===== src/rtl/ifu_fetch_if.sv =====
// Instruction-fetch SRAM-like bus between the IFU fetch master and the instruction memory slave.
// One 8-byte-aligned read per request; inst_rdata carries the word at addr in [31:0] and addr+4 in [63:32].
interface ifu_fetch_if;
    logic        inst_req;
    logic [31:0] inst_addr;
    logic        inst_addr_ok;
    logic        inst_data_ok;
    logic [63:0] inst_rdata;

    modport master (
        output inst_req,
        output inst_addr,
        input  inst_addr_ok,
        input  inst_data_ok,
        input  inst_rdata
    );

    modport slave (
        input  inst_req,
        input  inst_addr,
        output inst_addr_ok,
        output inst_data_ok,
        output inst_rdata
    );
endinterface


===== src/rtl/ifu_fetch.sv =====
// Instruction fetch bus master: one 8B-aligned read per fetch, split into up to two instructions (optional perf counters under IFU_PERF_CNT_EN).
// Latency: ok pulses in the same cycle as inst_data_ok; minimum 2 cycles per fetch with a 0-wait slave.
// Backpressure: id_stall parks the beat in a buffer until decode frees up; flush discards in-flight or buffered data.
module ifu_fetch #(
    parameter int PERF_CNT_W = 32
) (
    input  logic                  clk,
    input  logic                  rst,
    input  logic [31:0]           pc,
    input  logic                  fetch_en,
    input  logic                  flush,
    input  logic                  id_stall,
    ifu_fetch_if.master           bus,
    output logic [31:0]           inst_rdata_1,
    output logic [31:0]           inst_rdata_2,
    output logic [31:0]           inst_pc_1,
    output logic                  inst_rdata_1_ok,
    output logic                  inst_rdata_2_ok
`ifdef IFU_PERF_CNT_EN
    ,
    output logic [PERF_CNT_W-1:0] perf_inst_cnt,
    output logic [PERF_CNT_W-1:0] perf_discard_cnt
`endif
);

    typedef enum logic [1:0] {
        IDLE,
        WAIT_ADDR,
        WAIT_DATA,
        HOLD
    } state_t;

    state_t      state, state_nxt;
    logic        discard, discard_nxt;
    logic [31:0] req_pc;
    logic [31:0] hold_1, hold_2, hold_pc;
    logic        hold_ok2;

    logic        issue;
    logic        accept;
    logic        hold_fire;
    logic        deliver_now;
    logic [31:0] live_1, live_2;
    logic        live_ok2;

    // An odd-word PC only wants the upper half of the beat.
    assign live_ok2    = ~req_pc[2];
    assign live_1      = req_pc[2] ? bus.inst_rdata[63:32] : bus.inst_rdata[31:0];
    assign live_2      = req_pc[2] ? 32'h0 : bus.inst_rdata[63:32];
    assign deliver_now = accept & ~id_stall;

    always_ff @(posedge clk) begin
        if (rst) begin
            state    <= IDLE;
            discard  <= 1'b0;
            req_pc   <= 32'h0;
            hold_1   <= 32'h0;
            hold_2   <= 32'h0;
            hold_pc  <= 32'h0;
            hold_ok2 <= 1'b0;
        end else begin
            state   <= state_nxt;
            discard <= discard_nxt;
            if (issue) begin
                req_pc <= pc;
            end
            // The last accepted beat doubles as the stall buffer and the held output value.
            if (accept) begin
                hold_1   <= live_1;
                hold_2   <= live_2;
                hold_pc  <= req_pc;
                hold_ok2 <= live_ok2;
            end
        end
    end

    always_comb begin
        state_nxt   = state;
        discard_nxt = discard;
        issue       = 1'b0;
        accept      = 1'b0;
        hold_fire   = 1'b0;
        case (state)
            IDLE: begin
                if (fetch_en && !flush) begin
                    issue     = 1'b1;
                    state_nxt = bus.inst_addr_ok ? WAIT_DATA : WAIT_ADDR;
                end
            end
            WAIT_ADDR: begin
                if (flush) begin
                    discard_nxt = 1'b1;
                end
                if (bus.inst_addr_ok) begin
                    state_nxt = WAIT_DATA;
                end
            end
            WAIT_DATA: begin
                if (bus.inst_data_ok) begin
                    discard_nxt = 1'b0;
                    state_nxt   = IDLE;
                    if (!discard && !flush) begin
                        accept = 1'b1;
                        if (id_stall) begin
                            state_nxt = HOLD;
                        end
                    end
                end else if (flush) begin
                    discard_nxt = 1'b1;
                end
            end
            HOLD: begin
                if (flush) begin
                    state_nxt = IDLE;
                end else if (!id_stall) begin
                    hold_fire = 1'b1;
                    state_nxt = IDLE;
                end
            end
            default: state_nxt = IDLE;
        endcase
    end

    assign bus.inst_req  = issue | (state == WAIT_ADDR);
    assign bus.inst_addr = {(issue ? pc[31:3] : req_pc[31:3]), 3'b000};

    assign inst_rdata_1    = accept ? live_1 : hold_1;
    assign inst_rdata_2    = accept ? live_2 : hold_2;
    assign inst_pc_1       = accept ? req_pc : hold_pc;
    assign inst_rdata_1_ok = deliver_now | hold_fire;
    assign inst_rdata_2_ok = (deliver_now & live_ok2) | (hold_fire & hold_ok2);

`ifdef IFU_PERF_CNT_EN
    logic drop;

    assign drop = ((state == WAIT_DATA) & bus.inst_data_ok & (discard | flush)) |
                  ((state == HOLD) & flush);

    always_ff @(posedge clk) begin
        if (rst) begin
            perf_inst_cnt    <= '0;
            perf_discard_cnt <= '0;
        end else begin
            perf_inst_cnt <= perf_inst_cnt + PERF_CNT_W'(inst_rdata_1_ok)
                                           + PERF_CNT_W'(inst_rdata_2_ok);
            if (drop) begin
                perf_discard_cnt <= perf_discard_cnt + PERF_CNT_W'(1);
            end
        end
    end
`endif

endmodule

===== src/flat_wrapper.sv =====
// flat-port wrapper written by rule: the top's interface ports become plain ports
module ifu_fetch_flat 
#(
    parameter int PERF_CNT_W = 32
)
  (clk, rst, pc, fetch_en, flush, id_stall, inst_rdata_1, inst_rdata_2, inst_pc_1, inst_rdata_1_ok, inst_rdata_2_ok, bus_inst_req, bus_inst_addr, bus_inst_addr_ok, bus_inst_data_ok, bus_inst_rdata);
  ifu_fetch_if bus_i ();
  input  logic clk;
  input  logic rst;
  input  logic [31:0] pc;
  input  logic fetch_en;
  input  logic flush;
  input  logic id_stall;
  output logic [31:0] inst_rdata_1;
  output logic [31:0] inst_rdata_2;
  output logic [31:0] inst_pc_1;
  output logic inst_rdata_1_ok;
  output logic inst_rdata_2_ok;
  output wire logic [$bits(bus_i.inst_req)-1:0] bus_inst_req;
  output wire logic [$bits(bus_i.inst_addr)-1:0] bus_inst_addr;
  input wire logic [$bits(bus_i.inst_addr_ok)-1:0] bus_inst_addr_ok;
  input wire logic [$bits(bus_i.inst_data_ok)-1:0] bus_inst_data_ok;
  input wire logic [$bits(bus_i.inst_rdata)-1:0] bus_inst_rdata;
  assign bus_inst_req = bus_i.inst_req;
  assign bus_inst_addr = bus_i.inst_addr;
  assign bus_i.inst_addr_ok = bus_inst_addr_ok;
  assign bus_i.inst_data_ok = bus_inst_data_ok;
  assign bus_i.inst_rdata = bus_inst_rdata;
  ifu_fetch #(.PERF_CNT_W(PERF_CNT_W)) u_core (.clk(clk), .rst(rst), .pc(pc), .fetch_en(fetch_en), .flush(flush), .id_stall(id_stall), .bus(bus_i), .inst_rdata_1(inst_rdata_1), .inst_rdata_2(inst_rdata_2), .inst_pc_1(inst_pc_1), .inst_rdata_1_ok(inst_rdata_1_ok), .inst_rdata_2_ok(inst_rdata_2_ok));
endmodule

===== config.mk =====
export PLATFORM = sky130hd
export DESIGN_NAME = ifu_fetch_flat
export DESIGN_NICKNAME = d
export VERILOG_FILES = /design/src/rtl/ifu_fetch_if.sv /design/src/rtl/ifu_fetch.sv /design/src/flat_wrapper.sv
export SDC_FILE = /design/constraint.sdc
export NUM_CORES = 1
export LEC_CHECK = 0
export BUFFER_PORTS_ARGS = -buffer_cell sky130_fd_sc_hd__buf_2
export CAP_MARGIN = 30
export CORE_MARGIN = 5
export CORE_UTILIZATION = 45
export DETAILED_ROUTE_END_ITERATION = 10
export HOLD_SLACK_MARGIN = 0.15
export PLACE_DENSITY = 0.78
export SLEW_MARGIN = 20
export SYNTH_ARGS = -nofsm -noshare
export SYNTH_HDL_FRONTEND = slang
export SYNTH_SLANG_ARGS = --single-unit

===== constraint.sdc =====
create_clock -name clk -period 1.9 [get_ports clk]
set_input_delay 0.095 -clock clk [delete_from_list [all_inputs] [get_ports clk]]
set_output_delay 0.095 -clock clk [all_outputs]
set_load 0.05 [all_outputs]

======== After elaboration in Yosys (flattened, before gate mapping) ========
Cells that the tools add are included.
word-level totals
  register bits ........................... 132
  bits in latches ......................... 0
  bits in writable memories ............... 0
  memory bits (read-only) ................. 0
  input port bits ......................... 103
  word-level logic and storage cells ...... 55
  memories ................................ 0
cells by class
  add/sub/neg operators ................... 0
  multipliers ............................. 0
  divide/modulo/power cells ............... 0
  magnitude comparators ................... 0
  equality and inequality tests ........... 7
  shift operators ......................... 0
  multiplexer cells ....................... 26
  bitwise logic cells ..................... 8
  reductions and logical operators ........ 7
operators with widths
  cell                  count
  $mux W32              5
  $mux W29              1
  $mux W2               8
  $mux W1               10
  $pmux W2 S4           1
  $eq A2 B2 Y1 const B  2
  $ne A2 B2 Y1 const B  2
  $reduce_and A4 Y1     1
  $and A1 B1 Y1         3
  $ne A3 B3 Y1 const B  1
  $or A1 B1 Y1          3
  $eq A2 B1 Y1 const B  1
  $logic_and A1 B1 Y1   2
  $logic_not A1 Y1      2
  $logic_not A2 Y1      1
  $ne A2 B1 Y1 const B  1
  $not A1 Y1            2
  $pmux W1 S2           1
  $reduce_bool A2 Y1    1

======== Depth between registers and ports, before layout ========
  depth in word-level cells ............... 8
  mapped depth ............................ 8

======== Worst setup path after synthesis ========
No wires, ideal clock.
  path kind ............................... register -> register
  from .................................... reg u_core.state[0]
  to ...................................... reg u_core.hold_1[15]
  data arrival time ....................... 2.337 ns
  data required time ...................... 1.831 ns
  path slack .............................. -0.506 ns
  cell stages (with the launch flop) ...... 7
  period minus slack after synthesis ...... 2.406 ns
  cells stage by stage .................... dfxtp_1 -> inv_1 -> ha_1 -> nand4bb_1 -> clkbuf_1 -> o21ai_0 -> nor2b_1
on the way
  cells in the longest elaborated chain, start to end .. 3
RTL lines
  element                 RTL line            source
  from (decl)             ifu_fetch.sv:33     state_t state, state_nxt;
  from (signal assigned)  ifu_fetch.sv:62     state <= state_nxt;
  $eq A2 B2 Y1            ifu_fetch.sv:83     case (state)
  $mux W1                 ifu_fetch.sv:83
  $mux W32                n/a
  via inst_rdata_1[15]    flat_wrapper.sv:14  output logic [31:0] inst_rdata_1;
  to (signal assigned)    ifu_fetch.sv:69     hold_1 <= live_1;
  to (decl)               ifu_fetch.sv:36     logic [31:0] hold_1, hold_2, hold_pc;
The timed path passes the listed nets, and every way through them passes these cells.
A chain may end at the register's enable or synchronous reset.

======== Worst setup path in the final report ========
  from .................................... reg u_core.state[0]
  to ...................................... out inst_rdata_2[9]
on the way
  cells in the longest elaborated chain, start to end .. 3
RTL lines
  element       RTL line            source
  $eq A2 B2 Y1  ifu_fetch.sv:83
  $mux W1       ifu_fetch.sv:83
  $mux W32      ifu_fetch.sv:128    assign inst_rdata_2 = accept ? live_2 : hold_2;
  to (decl)     flat_wrapper.sv:15  output logic [31:0] inst_rdata_2;
No other way between the ends.

==> results.yml <==
placement:
  place_hpwl_um: 10600
  place_area_mm2: 0.00712
  port_buffers: 230
  place_inst: 1037
  place.gp.congestion: 0.768
cells_and_area:
  drive_gt1_share_pct: 50.4
  layout_commonest_cell: "dfxtp_1"
  seqCellArea_mm2: 0.00265
  syn_to_final_growth_pct: 105
  layout_common_cells: "dfxtp_1 (129), buf_2 (101), dlygate4sd3_1 (92)"
  finish.utilization_pct: 93.3
  finish.instance_area_mm2: 0.0117
  finalNetCount: 1152
  instances_no_fill: 1234
  multi_input_area_mm2: 0.00374
  n_fill_cell: 375
power_and_ir_drop:
  p_per_area_mw_per_mm2: 1030
  intPower_uw: 7640
  power_frac_clock_pct: 32.0
  leakagePower_uw: 0.00543
  combPwrFrac_pct: 41.6
  p_seq_share_pct: 26.4
  power.total_uw: 12000
  peakVddDrop_uv: 806
  p_sw_share_pct: 36.3
  power.switching_uw: 4360
cts:
  cts_max_level: 4
  cts_sinks: 132
  tritoncts: "built"
  clock_path_buffers: 2
  cts_made_buffers: 17
  root_buffer: "clkbuf_16"
  path_clk_slew_ns: 0.06
  clock_latency_ns: 0.43
global_route:
  grt_max_degree: 133
  antenna_found_initial: 5
  grt_pass1_vias: 7270
  track_usage_pct: 33.6
  grt_pass1_wl_um: 38900
  grt_overflow: 0
min_path:
  hold_path.class: "in -> reg"
setup_path:
  endpoint: "inst_rdata_2[9]"
  start_kind: "flop"
  reg2regPathDepth: 11
  path_cells: "inv_4 -> ha_4 -> nand2_4 -> nor3_4 -> buf_6 -> clkbuf_16 -> nand3b_1 -> nand2_1 -> buf_6"
  cp_slowest_cell: "dfxtp_4"
  critical_path_arrival_ns: 2.22
  critPathMaxStageDelay_ns: 0.36
  path_class: "reg -> out"
  crit_family: "buffers and inverters"
  critPathBufInv: 4
  critical_path_cell_count: 9
  critPathLaunch: "u_core.state[0]$_SDFFE_PP0P_"
  regToRegStartpoint: "u_core.state[0]$_SDFFE_PP0P_"
  r2r_setup_slack_ns: -0.06
  critPathCaptureType: "primary output"
  crit_required_ns: 1.80
  critPathMaxFanout: 7
  cp_common_cell: "buf_6"
  timing.rr.end: "u_core.hold_1[29]$_SDFF_PP0_"
logic_synthesis:
  synth_seq_area_share_pct: 46.5
  synthTopCellsByArea: "dfxtp_1 (47%), nand2_1 (13%), nor2b_1 (7.0%), mux2i_1 (6.5%), a21oi_1 (6.0%)"
  synthCells: 666
  yosys.area.top_type_share_pct: 46.5
  postSynthAreaPerCell_um2: 8.53
  synth_warnings: 0
  synth_top_cell_by_area: "dfxtp_1"
  ys_ff_latch: 132
  synthesis.area_mm2: 0.00568
  synth_cell_types: 27
job:
  maxCapViolCount: 0
floorplanning:
  dieArea_mm2: 0.0150
  fp-row-count: 41
  start_util_pct: 45.4
  io-pin-count: 234
  die_h_um: 122
  die_w_um: 122
  core_mm2: 0.0125
timing:
  worst_slew_margin_rel_pct: 52.9
  finalHoldViolCount: 0
  setup_violations: 130
  worstMarginPinSlew_ns: 0.707
  post-route-period-util_pct: 122
  fin_skew_ns: 0.00980
  fin_crit_ns: 2.31
  fin_hold_ws_ns: 0.160
  fmax_mhz: 433
  worst_slack_ns: -0.411
  finalMaxSlewViolations: 0
  rsz0062_at_grt: "true"
drt:
  vias: 7631
  drtIter0Drc: 924
  wl_per_cell_um: 28.1
  vias_per_cell: 6.18
  drc_errors: 0
  drt-total-wl_um: 34600
  ant_nets: 0
  firstDrtPassIters: 8
status:
  outcome: "complete, but fails checks"
  violations: "setup timing"
==> routing by layer <==
layer	track usage [%]	up-vias	wire length, µm
met5	0	-	13
met2	59.7	727	16500
met4	23.5	2	3310
met1	33.7	3641	11100
met3	9.63	298	3690
li1	-	2963	-
==> power by group through the flow <==
stage	sequential, µW	clock [µW]	combinational (µW)
finish	3170	3840	4990
global route	3170	3930	5090
floorplan	3070	0	2170
global placement	3100	0	2820
CTS	3100	3710	4110
detailed placement	3110	0	2840
==> tightest hold or removal path: cells and delay by family <==
kind | cells | cell delay [ns]
and+or+nand+nor | 1 | 0.14
buffers and inverters | 2 | 0.30
==> registers in the layout (all words and copies together) (netlist names) <==
signal	flops
u_core.state	2
u_core.discard	1
u_core.hold_ok2	1
u_core.req_pc	32
u_core.hold_pc	32
u_core.hold_1	32
u_core.hold_2	32
==> per-stage QoR <==
step / worst slack, ns / setup TNS (ns)
after floorplan: -0.111 / -2.23
after global routing: -0.419 / -37.98
after detailed placement: -0.0128 / -0.0128
after global placement: 0.0771 / 0
after CTS: -0.184 / -11.95
final: -0.411 / -34.50
==> area by class of cell <==
type | instances | share of cell area [%]
inverters | 3 | 0.118
diodes | 6 | 0.129
well taps | 172 | 1.84
repair buffers | 406 | 37.5
multi-input cells | 484 | 32.0
clock buffers | 23 | 4.27
clock inverters | 8 | 1.46
flip-flops and latches | 132 | 22.7
==> cell families (layout without fill, tap and decap cells) <==
group	Yosys count	count (layout)	synth area share [%]
AND/OR/NAND/NOR	306	306	25.7
flip-flops	132	132	46.5
AO/OA/AOI/OAI	104	104	9.69
multiplexers	66	66	12.3
buffers and inverters	52	440	4.65
adder cells (fa/ha/maj)	5	5	1.10
other	1	9	0.0660
==> Yosys cell counts (all sizes together) <==
| library cell | instances |
|---|---|
| nand2 | 193 |
| dfxtp | 132 |
| a21oi | 68 |
| nor2b | 64 |
| mux2i | 37 |
| nand3b | 32 |
| o21ai | 32 |
| mux2 | 29 |
| buf | 27 |
| clkbuf | 22 |
| nor2 | 10 |
| ha | 5 |
| inv | 3 |
| nand2b | 2 |
| a2111oi | 1 |
| a311oi | 1 |
| a31oi | 1 |
| and3b | 1 |
| conb | 1 |
| nand3 | 1 |
| nand4bb | 1 |
| nor3 | 1 |
| o21bai | 1 |
| or4bb | 1 |
==> worst min path at each step <==
stage                                     endpoint                from  slack (ns)  cells past startpoint
floorplan              u_core.discard$_SDFFE_PP0P_    bus_inst_data_ok        0.21                      1
global placement     u_core.req_pc[0]$_SDFFE_PP0P_               pc[0]        0.33                      3
detailed placement   u_core.req_pc[0]$_SDFFE_PP0P_               pc[0]        0.33                      3
CTS                   u_core.hold_1[27]$_SDFF_PP0_  bus_inst_rdata[27]        0.16                      4
global route        u_core.req_pc[27]$_SDFFE_PP0P_                 rst        0.27                      3
finish                 u_core.hold_1[2]$_SDFF_PP0_                 rst        0.16                      3
==> what timing repair did <==
item,CTS,global route
endpoints found under the setup margin,128,128
pin swaps,56,61
endpoints found under the hold margin,91,0
cloned,11,10
setup buffers,27,23
hold buffers,92,0
gates resized for setup,464,129
(Power assumes the default switching activity.)
